==> src/rtl/pc_pkg.sv <==
// Shared types for the program-counter generator.
// FSM states, next-PC select encoding and instruction size.
package pc_pkg;

  typedef enum logic {
    BOOT,
    RUN
  } state_t;

  typedef enum logic [2:0] {
    SEL_TRAP,
    SEL_REDIR,
    SEL_RET,
    SEL_HOLD,
    SEL_SEQ
  } sel_t;

  localparam int INSTR_BYTES = 4;

endpackage

==> src/rtl/ras_stack.sv <==
// Circular return-address stack with saturating count.
// A push when full overwrites the oldest entry.
module ras_stack #(
  parameter int XLEN      = 32,
  parameter int RAS_DEPTH = 4
) (
  input  logic            clk,
  input  logic            reset_n,
  input  logic            clear,
  input  logic            push,
  input  logic            pop,
  input  logic            replace,
  input  logic [XLEN-1:0] data,
  output logic [XLEN-1:0] top,
  output logic            empty,
  output logic            full
);

  localparam int PW = $clog2(RAS_DEPTH);
  localparam int CW = PW + 1;
  localparam logic [CW-1:0] FULL_CNT = CW'(RAS_DEPTH);

  logic [XLEN-1:0] mem [RAS_DEPTH];
  logic [PW-1:0]   ptr;
  logic [PW-1:0]   ptr_inc;
  logic [PW-1:0]   ptr_dec;
  logic [CW-1:0]   count;

  assign ptr_inc = ptr + PW'(1);
  assign ptr_dec = ptr - PW'(1);
  assign top     = mem[ptr];
  assign empty   = (count == '0);
  assign full    = (count == FULL_CNT);

  always_ff @(posedge clk or negedge reset_n) begin
    if (!reset_n) begin
      ptr   <= '0;
      count <= '0;
      for (int i = 0; i < RAS_DEPTH; i++) begin
        mem[i] <= '0;
      end
    end else if (clear) begin
      count <= '0;
    end else if (push) begin
      ptr          <= ptr_inc;
      mem[ptr_inc] <= data;
      if (!full) begin
        count <= count + CW'(1);
      end
    end else if (pop && !empty) begin
      ptr   <= ptr_dec;
      count <= count - CW'(1);
    end else if (replace) begin
      mem[ptr] <= data;
    end
  end

endmodule

==> src/rtl/pc_gen.sv <==
// Fetch program-counter generator: sequential, stall, redirect,
// trap and return-prediction next-PC selection.
module pc_gen
  import pc_pkg::*;
#(
  parameter int              XLEN         = 32,
  parameter logic [XLEN-1:0] RESET_VECTOR = 32'h0000_0000,
  parameter logic [XLEN-1:0] TRAP_VECTOR  = 32'h0000_0100,
  parameter int              RAS_DEPTH    = 4
) (
  input  logic            clk,
  input  logic            reset_n,
  input  logic            stall,
  input  logic            redirect_valid,
  input  logic [XLEN-1:0] redirect_target,
  input  logic            trap_valid,
  input  logic [XLEN-1:0] trap_target,
  input  logic            call,
  input  logic            ret,
  output logic [XLEN-1:0] pc,
  output logic [XLEN-1:0] pc_plus4,
  output logic            pc_valid,
  output logic            misaligned,
  output logic            ras_underflow,
  output logic            ras_empty,
  output logic            ras_full
);

  state_t          state;
  state_t          state_next;
  sel_t            sel;
  logic            run;
  logic            keep;
  logic            ras_clear;
  logic            ras_push;
  logic            ras_pop;
  logic            ras_replace;
  logic            mis_next;
  logic            unf_next;
  logic [XLEN-1:0] ras_top;
  logic [XLEN-1:0] pc_next;

  assign pc_plus4 = pc + XLEN'(INSTR_BYTES);

  always_ff @(posedge clk or negedge reset_n) begin
    if (!reset_n) begin
      state <= BOOT;
    end else begin
      state <= state_next;
    end
  end

  always_comb begin
    state_next = state;
    unique case (state)
      BOOT:    state_next = RUN;
      RUN:     state_next = RUN;
      default: state_next = BOOT;
    endcase
  end

  always_comb begin
    pc_valid = (state == RUN);
    run      = (state == RUN);
  end

  // Stall sits above ret so a stalled cycle never touches the RAS.
  always_comb begin
    sel = SEL_SEQ;
    if (trap_valid) begin
      sel = SEL_TRAP;
    end else if (redirect_valid) begin
      sel = SEL_REDIR;
    end else if (stall) begin
      sel = SEL_HOLD;
    end else if (ret) begin
      sel = SEL_RET;
    end
  end

  always_comb begin
    keep        = run && (sel == SEL_RET || sel == SEL_SEQ);
    ras_clear   = run && (sel == SEL_TRAP);
    ras_replace = keep && call && ret && !ras_empty;
    ras_pop     = keep && !call && ret && !ras_empty;
    ras_push    = keep && call && (!ret || ras_empty);
    unf_next    = keep && ret && ras_empty;
    mis_next    = run && (sel == SEL_REDIR) &&
                  (redirect_target[1:0] != 2'b00);
  end

  always_comb begin
    pc_next = pc_plus4;
    unique case (sel)
      SEL_TRAP:  pc_next = trap_target;
      SEL_REDIR: pc_next = (redirect_target[1:0] != 2'b00) ?
                           TRAP_VECTOR : redirect_target;
      SEL_RET:   pc_next = ras_empty ? pc_plus4 : ras_top;
      SEL_HOLD:  pc_next = pc;
      SEL_SEQ:   pc_next = pc_plus4;
      default:   pc_next = pc_plus4;
    endcase
  end

  always_ff @(posedge clk or negedge reset_n) begin
    if (!reset_n) begin
      pc            <= RESET_VECTOR;
      misaligned    <= 1'b0;
      ras_underflow <= 1'b0;
    end else begin
      if (run) begin
        pc <= pc_next;
      end
      misaligned    <= mis_next;
      ras_underflow <= unf_next;
    end
  end

  ras_stack #(
    .XLEN      (XLEN),
    .RAS_DEPTH (RAS_DEPTH)
  ) u_ras (
    .clk     (clk),
    .reset_n (reset_n),
    .clear   (ras_clear),
    .push    (ras_push),
    .pop     (ras_pop),
    .replace (ras_replace),
    .data    (pc_plus4),
    .top     (ras_top),
    .empty   (ras_empty),
    .full    (ras_full)
  );

endmodule

==> config.mk <==
export PLATFORM = sky130hd
export DESIGN_NAME = pc_gen
export DESIGN_NICKNAME = d
export VERILOG_FILES = /design/src/rtl/pc_pkg.sv /design/src/rtl/ras_stack.sv /design/src/rtl/pc_gen.sv
export SDC_FILE = /design/constraint.sdc
export NUM_CORES = 1
export LEC_CHECK = 0
export ABC_AREA = 1
export CELL_PAD_IN_SITES_DETAIL_PLACEMENT = 0
export CELL_PAD_IN_SITES_GLOBAL_PLACEMENT = 1
export CORE_ASPECT_RATIO = 1.1
export CORE_MARGIN = 10
export CORE_UTILIZATION = 40
export DETAILED_ROUTE_END_ITERATION = 8
export PLACE_DENSITY_LB_ADDON = 0.08
export SYNTH_ARGS = -nofsm -noshare
export SYNTH_HDL_FRONTEND = slang
export SYNTH_SLANG_ARGS = --single-unit
export TNS_END_PERCENT = 20
==> constraint.sdc <==
create_clock -name clk -period 2.9 [get_ports clk]
set_clock_uncertainty 0.2 [all_clocks]
set_input_delay 0.58 -clock clk [delete_from_list [all_inputs] [get_ports clk]]
set_output_delay 0.58 -clock clk [all_outputs]
set_load 0.005 [all_outputs]
==> parameters.txt <==
Parameter                              Value

Logic synthesis
  Gate Count Post-Synth ... 1,258
  Adder and majority gate portion of the synthesized area ... less than 1%
  Flip-flop cell with the highest count after synthesis ... dfrtp_1
  Post-synthesis compound-gate area fraction ... 13.6%
  Library cells used by synthesis ... 44
  Part of the Yosys area used for sequential elements ... between 40% and 50%
  Synthesis-stage register bit count ... 168
  Post-Synth Simple-Gate Area ... 30.8%
  Post-synth EDFFs ... 0
  Dominant combinational cell family by area after synthesis ... simple AND/OR/NAND/NOR gates
  Multiplexer share of the synthesized area ... 0%
  Post-Synth XOR/XNOR Area ... 1.46%
  FFs w/ async S/R, synth ... 100%
  Net count after synthesis ... 1,335
  Synthesis Warnings ... 0
  Syn avg cell area ... 7.33 µm²
  Summed instance area of the synthesized netlist ... 9230 µm²

Clock tree
  Clock Sink Count ... between 150 and 200
  Source-to-sink clock delay at the later pin of the worst-skew pair ... 0.44 ns
  Root buffer cell ... clkbuf_16
  Longest Clk Path Bufs ... 2
  CTS clock-pin slew for the worst setup and hold paths ... 0.07 ns
  CTS tree ... done
  Number of clock buffers inserted by TritonCTS ... 17
  CTS HTree Levels ... 4

Run
  Max-cap violations ... 0

Floorplanning
  Placement Rows ... 58
  Core area ... 22,800 µm²
  Overall die area ... ~30,000 µm²
  Num ports ... 140
  Height of the chip ... 179 µm
  Initial Utilization ... 40.5%
  Horizontal extent of the die ... 165 µm

Placed design
  # port buffers ... between 100 and 150
  Total placed instance area ... 11,300 µm²
  Placed insts ... 1,698
  Half-perimeter wire length after placement ... 21,900 µm
  Final weighted congestion of routability-driven global placement ... just under 0.9

Finish
  Net count of the finished layout ... about 1,500
  Post-route design area ... 12,300 µm²
  Area taken by multi-input logic gates ... 4570 µm²
  Most common cell after layout, fill and taps aside ... nand2_1
  Fraction of final layout cells with drive strength greater than 1 ... 15.5%
  Final standard cell count with taps included and fillers excluded ... 1,750
  Final antenna diode count ... 0
  Area growth syn-to-layout ... 33.7%
  Sequential cell area ... roughly 4200 µm²
  Most used cells in the layout excluding fill and tap cells ... nand2_1 (423), dfrtp_1 (159), clkdlybuf4s50_1 (117)
  Fill count ... 2,288

Pwr
  Worst vdd ir ... about 0.43 mV
  Cell leakage power ... 5.92 nW
  Power Density ... 728 nW/µm²

Critical path
  WP data arrival ... 2.24 ns
  Longest individual stage delay on the worst path ... ~0.52 ns
  Worst setup path class ... reg -> out
  Worst reg2reg path startpoint ... u_ras.ptr[0]
  CP Cell Sequence ... nand2_1 -> nor2_4 -> nand2_2 -> nor2_2 -> nand2_1 -> nand2_1 -> nand2_1 -> inv_1 -> clkdlybuf4s50_1
  Dominant cell type by count on the critical path ... nand2_1
  Capturing element type of the critical path ... output pin
  Maximum fanout along the worst path ... 4
  Type of element launching the critical path ... flip-flop
  CP required ... ~2.1 ns
  Crit path max-delay cell type ... clkdlybuf4s50_1
  Beginning of the critical path ... pc[10]

Routing
  Number of DRC violations after detailed routing ... 0
  Final antenna-violating net count ... 0
  Wire per inst ... 17.7 µm
  Drt first pass iters ... 4
  Total Routed Length ... 31,000 µm
  Via density ... 4.98
  DRC violation total after the first TritonRoute iteration ... around 540
  Overall via count from detail_route ... roughly 8,700

Hold path
  Class of the tightest hold or removal check ... reg -> reg
  Min-Delay Startpoint ... u_ras.mem[102]

Run status
  Violated checks ... negative setup slack
  Outcome ... finished, violations left

Global route
  Number of antenna violations at the first check in global routing ... 0
  Global-route wire length before repair ... slightly below 50,000 µm
  GRT Total Usage ... a little over a fifth
  Maximum number of pins on one net before global-route repair ... 64
  Remaining global-route overflow ... 0
  Met2 GRT Util ... 36.0%
  Vias in the first global route ... 8,757
  Met3 Track Usage GR ... under 10%
  Met1 usage ... 28.0%
  Routing layer with the top usage in global route ... met2

STA
  Fin crit period ... roughly 3.0 ns
  Rel. slew slack ... 60.9%
  Setup repair after global routing missed its margin ... yes
  Number of pins exceeding their max-slew limit in the final report ... 0
  Fin. Hold Viols ... 0
  Highest Clock Rate ... between 300 and 400 MHz
  Final setup margin ... -0.115 ns
  Final setup vio count ... 5
  Transition at the pin with the smallest max-transition slack ... 0.587 ns
  Share of the clock period used by the worst path after layout ... 104%
## final cells by class
cell class	count	share of cell area, %
clock buffers	17	3.45
repair buffers	228	17.9
well taps	300	3.04
inverters	94	2.86
clock inverters	15	1.60
flip-flops and latches	168	34.2
multi-input cells	928	37.0
## worst paths after layout
check	endpoint	slack, ns	depth (start not counted)
min	u_ras.mem[102]	0.28	2
max reg2reg	pc[3]	0.74	6
min reg2reg	u_ras.mem[102]	0.28	2
max in group asynchronous	pc[22]	1.34	3
min in group asynchronous	u_ras.mem[37]	0.37	2
max	pc_plus4[31]	-0.12	9
## registers in the layout (all words and copies together) (netlist names)
name           count
u_ras.mem        128
pc                32
u_ras.count        3
u_ras.ptr          2
misaligned         1
pc_valid           1
ras_underflow      1
## per-stage QoR
stage	util, %	setup TNS (ns)	worst slack (ns)	power [W]	hold WS (ns)
floorplan	-	0	0.609	0.00511	0.0844
global placement	49.6	0	0.120	0.00648	0.257
detailed placement	49.6	0	0.125	0.00651	0.260
CTS	53.0	-2.42	-0.235	0.00898	0.282
global route	54.2	-1.17	-0.227	0.00964	0.296
finish	54.2	-0.372	-0.115	0.00898	0.280
## layer usage
layer	routed length, µm	vias to the layer above
met2	15000	177
met1	14100	4108
met4	548	0
met5	0	-
met3	1350	29
li1	-	4404
## Yosys cell counts (3+ instances only)
cell / count / area [µm²]
nor2_2: 5 / 31.3
nand3_1: 89 / 445
nand2_1: 441 / 1660
nand2_2: 4 / 25.0
o21ai_0: 83 / 415
o21ai_2: 3 / 26.3
a41oi_1: 4 / 35.0
nor2_1: 115 / 432
xor2_1: 8 / 70.1
a21boi_0: 7 / 52.6
xor2_2: 3 / 48.8
a31oi_1: 4 / 25.0
a21oi_1: 37 / 185
nand4_1: 4 / 25.0
clkbuf_1: 29 / 109
a22oi_1: 19 / 143
nor2_4: 7 / 78.8
o21ai_1: 58 / 290
dfrtp_1: 168 / 4200
buf_6: 5 / 56.3
nor3_1: 4 / 20.0
inv_1: 82 / 308
o211ai_1: 3 / 22.5
ha_1: 6 / 75.1
and2_1: 5 / 31.3
inv_2: 11 / 41.3
buf_4: 9 / 67.6
buf_2: 23 / 115
o22ai_1: 3 / 18.8
## power by group
group          internal [W]  switching [W]
Sequential          0.00294       0.000342
Clock               0.00126        0.00116
Combinational       0.00135        0.00194
## critical path, delay by kind of cell, from the launching register on
| family | cells | cell delay [ns] |
|---|---|---|
| simple gates | 7 | 0.81 |
| flops | 1 | 0.43 |
| buf+inv | 2 | 0.58 |
## logic make-up after synthesis
group                      count (synthesis)
and+or+nand+nor                          683
AOI/OAI and AO/OA                        226
DFF                                      168
buffers and inverters                    162
xor gates and xnor gates                  12
adders and majority gates                  6
other                                      1
## what timing repair did
| item | CTS | global route |
|---|---|---|
| endpoints found under the setup margin | 25 | 23 |
| hold buffers | 1 | 0 |
| pin swaps | 16 | 13 |
| setup buffers | 4 | 15 |
| resized for setup | 45 | 53 |
| endpoints found under the hold margin | 24 | 0 |
Power figures use the tool's default switching activity.
==> variant (config.mk and constraints unchanged) <==
`XLEN` is set to 32 in 2 places; all go to 48.
--- a/src/rtl/ras_stack.sv
+++ b/src/rtl/ras_stack.sv
@@ -2,5 +2,5 @@
 // A push when full overwrites the oldest entry.
 module ras_stack #(
-  parameter int XLEN      = 32,
+  parameter int XLEN      = 48,
   parameter int RAS_DEPTH = 4
 ) (
--- a/src/rtl/pc_gen.sv
+++ b/src/rtl/pc_gen.sv
@@ -4,5 +4,5 @@
   import pc_pkg::*;
 #(
-  parameter int              XLEN         = 32,
+  parameter int              XLEN         = 48,
   parameter logic [XLEN-1:0] RESET_VECTOR = 32'h0000_0000,
   parameter logic [XLEN-1:0] TRAP_VECTOR  = 32'h0000_0100,
Interface: changed (resized pc, pc_plus4, redirect_target and trap_target); port bits go from 140 to 204. The function was not compared with the original's and may differ.
==> variant against the unedited design <==
Final cell count up 53%; synthesized area up 47%; total power up 47%; critical path type unchanged; register-to-register slack worse by 200 ps; the run still ends with negative setup slack left; worst setup slack worse by 100 ps; largest power group is now sequential cells; routed wire length up 76%; cell area up 58%; sequential cell count up 80.
==> variant: results <==
set metrics [dict create \
    status "complete, but fails checks" \
    violations "negative setup slack" \
    setup_viol 36 \
    clk_latency_ps 570 \
    num_vias 14100 \
    async_reset_ff_frac 1.00 \
    place_inst 2566 \
    synthFlopType "dfrtp_1" \
    postSynthAreaPerCell_um2 7.34 \
    wire_per_inst_um 20.3 \
    synth_compound_area_frac 0.151 \
    grt_max_degree 85 \
    hpwl_mm 38.2 \
    setup_ws_ps -216 \
    ys_top_cells_by_area "dfrtp_1, nand2_1, o21ai_0" \
    cts_buffers 29 \
    clk_pin_slew_ps 60 \
    htree_levels 1 \
    dr.pass1.iters 5 \
    tns_ps -3550 \
    antenna_found_initial 0 \
    dp_slack_ps -170 \
    leakage_uw 0.00938 \
    finalHoldViolations 0 \
    critPathLaunch "pc[2]" \
    diodes 0 \
    cts_buffer_depth 3 \
    drive_above_1_share 0.228 \
    portBuffers 203 \
    ys_types 41 \
    muxShareOfSynthArea 0 \
    synthXorXnorAreaFrac 0.0103 \
    synth_nets 1961 \
    r2r_end "u_ras.mem[169]" \
    min_to "u_ras.mem[13]" \
    grt_pass1_wl_mm 83.3 \
    grtUsageTotal 0.254 \
    rr_worst_depth 7 \
    placed_area_um2 17300 \
    reg2reg_setup_slack_ps 540 \
    first_iter_violations 1154 \
    synth_adder_area_share 0.00645 \
    relSlewSlack 0.478 \
    holdPathStages 2 \
    via_per_inst 5.26 \
    reg2reg_from "u_ras.ptr[0]" \
    nets 2340 \
    holdCritStartpoint "u_ras.mem[13]" \
    setup.worst_path.end "pc_plus4[43]" \
    synth_common_cells "nand2_1, dfrtp_1, o21ai_0" \
    holdWs_ps 273 \
    largestRegisters "u_ras.mem: 192 flops, pc: 48 flops, u_ras.count: 3 flops" \
    yosysSeqAreaShare 0.457 \
    worstPathArrival_ps 2340 \
    ir_drop_uv 697 \
    gp_congestion 0.931 \
    largest_reg_flops 192 \
]
==> variant: cell types whose count changed in the layout (fill, tap and decap cells not counted), sizes merged, moves of 41 or more <==
cell / change
nand2: +174
buf: +184
clkdlybuf4s50: +41
inv: +49
o21ai: +72
dfrtp: +80
nand3: +47
==> variant: area by class of cell <==
type	instances	area, um^2
Clock inverter	8	124
Sequential cell	248	6220
Clock buffer	45	856
Multi-Input combinational cell	1351	7010
Fill cell	3111	13900
Inverter	150	568
Timing Repair Buffer	450	4170
Tap cell	432	541
==> variant: layer usage <==
layer,GRT usage,wire length [um],vias up
li1,-,-,6752
met1,0.329,23500,6780
met2,0.420,25800,488
met3,0.0424,3370,97
met4,0.0883,1830,0
met5,0,0,-
==> variant: timing repair <==
item | in CTS | in global routing
hold buffers | 1 | 0
setup endpoints to repair | 44 | 43
resized for setup | 262 | 108
endpoints found under the hold margin | 73 | 0
pin swaps | 65 | 52
buffers inserted | 47 | 18
==> variant: worst max-delay path, stage by stage, from the launching register on <==
cell and delay [ps]:
dfrtp_1 420, buf_6 130, inv_4 30, nor2_4 170
buf_6 140, nand2_8 60, nor2_4 100, buf_6 120
buf_6 100, nand3_4 70, nor2_1 90, nand2_1 60
nand2_2 140, buf_6 120
==> variant: logic make-up (layout without fill, tap and decap cells) <==
family                     after synthesis  after routing
buffers and inverters                  252            653
xor gates and xnor gates                16             16
and+or+nand+nor                        961            961
adders and majority gates                7              7
other                                    1              1
DFF                                    248            248
AOI/OAI and AO/OA                      366            366
==> variant: where the power goes <==
part	switching (uW)	total [uW]	internal, uW
Sequential	495	4730	4230
Clock	1500	3790	2280
Combinational	2700	4650	1940
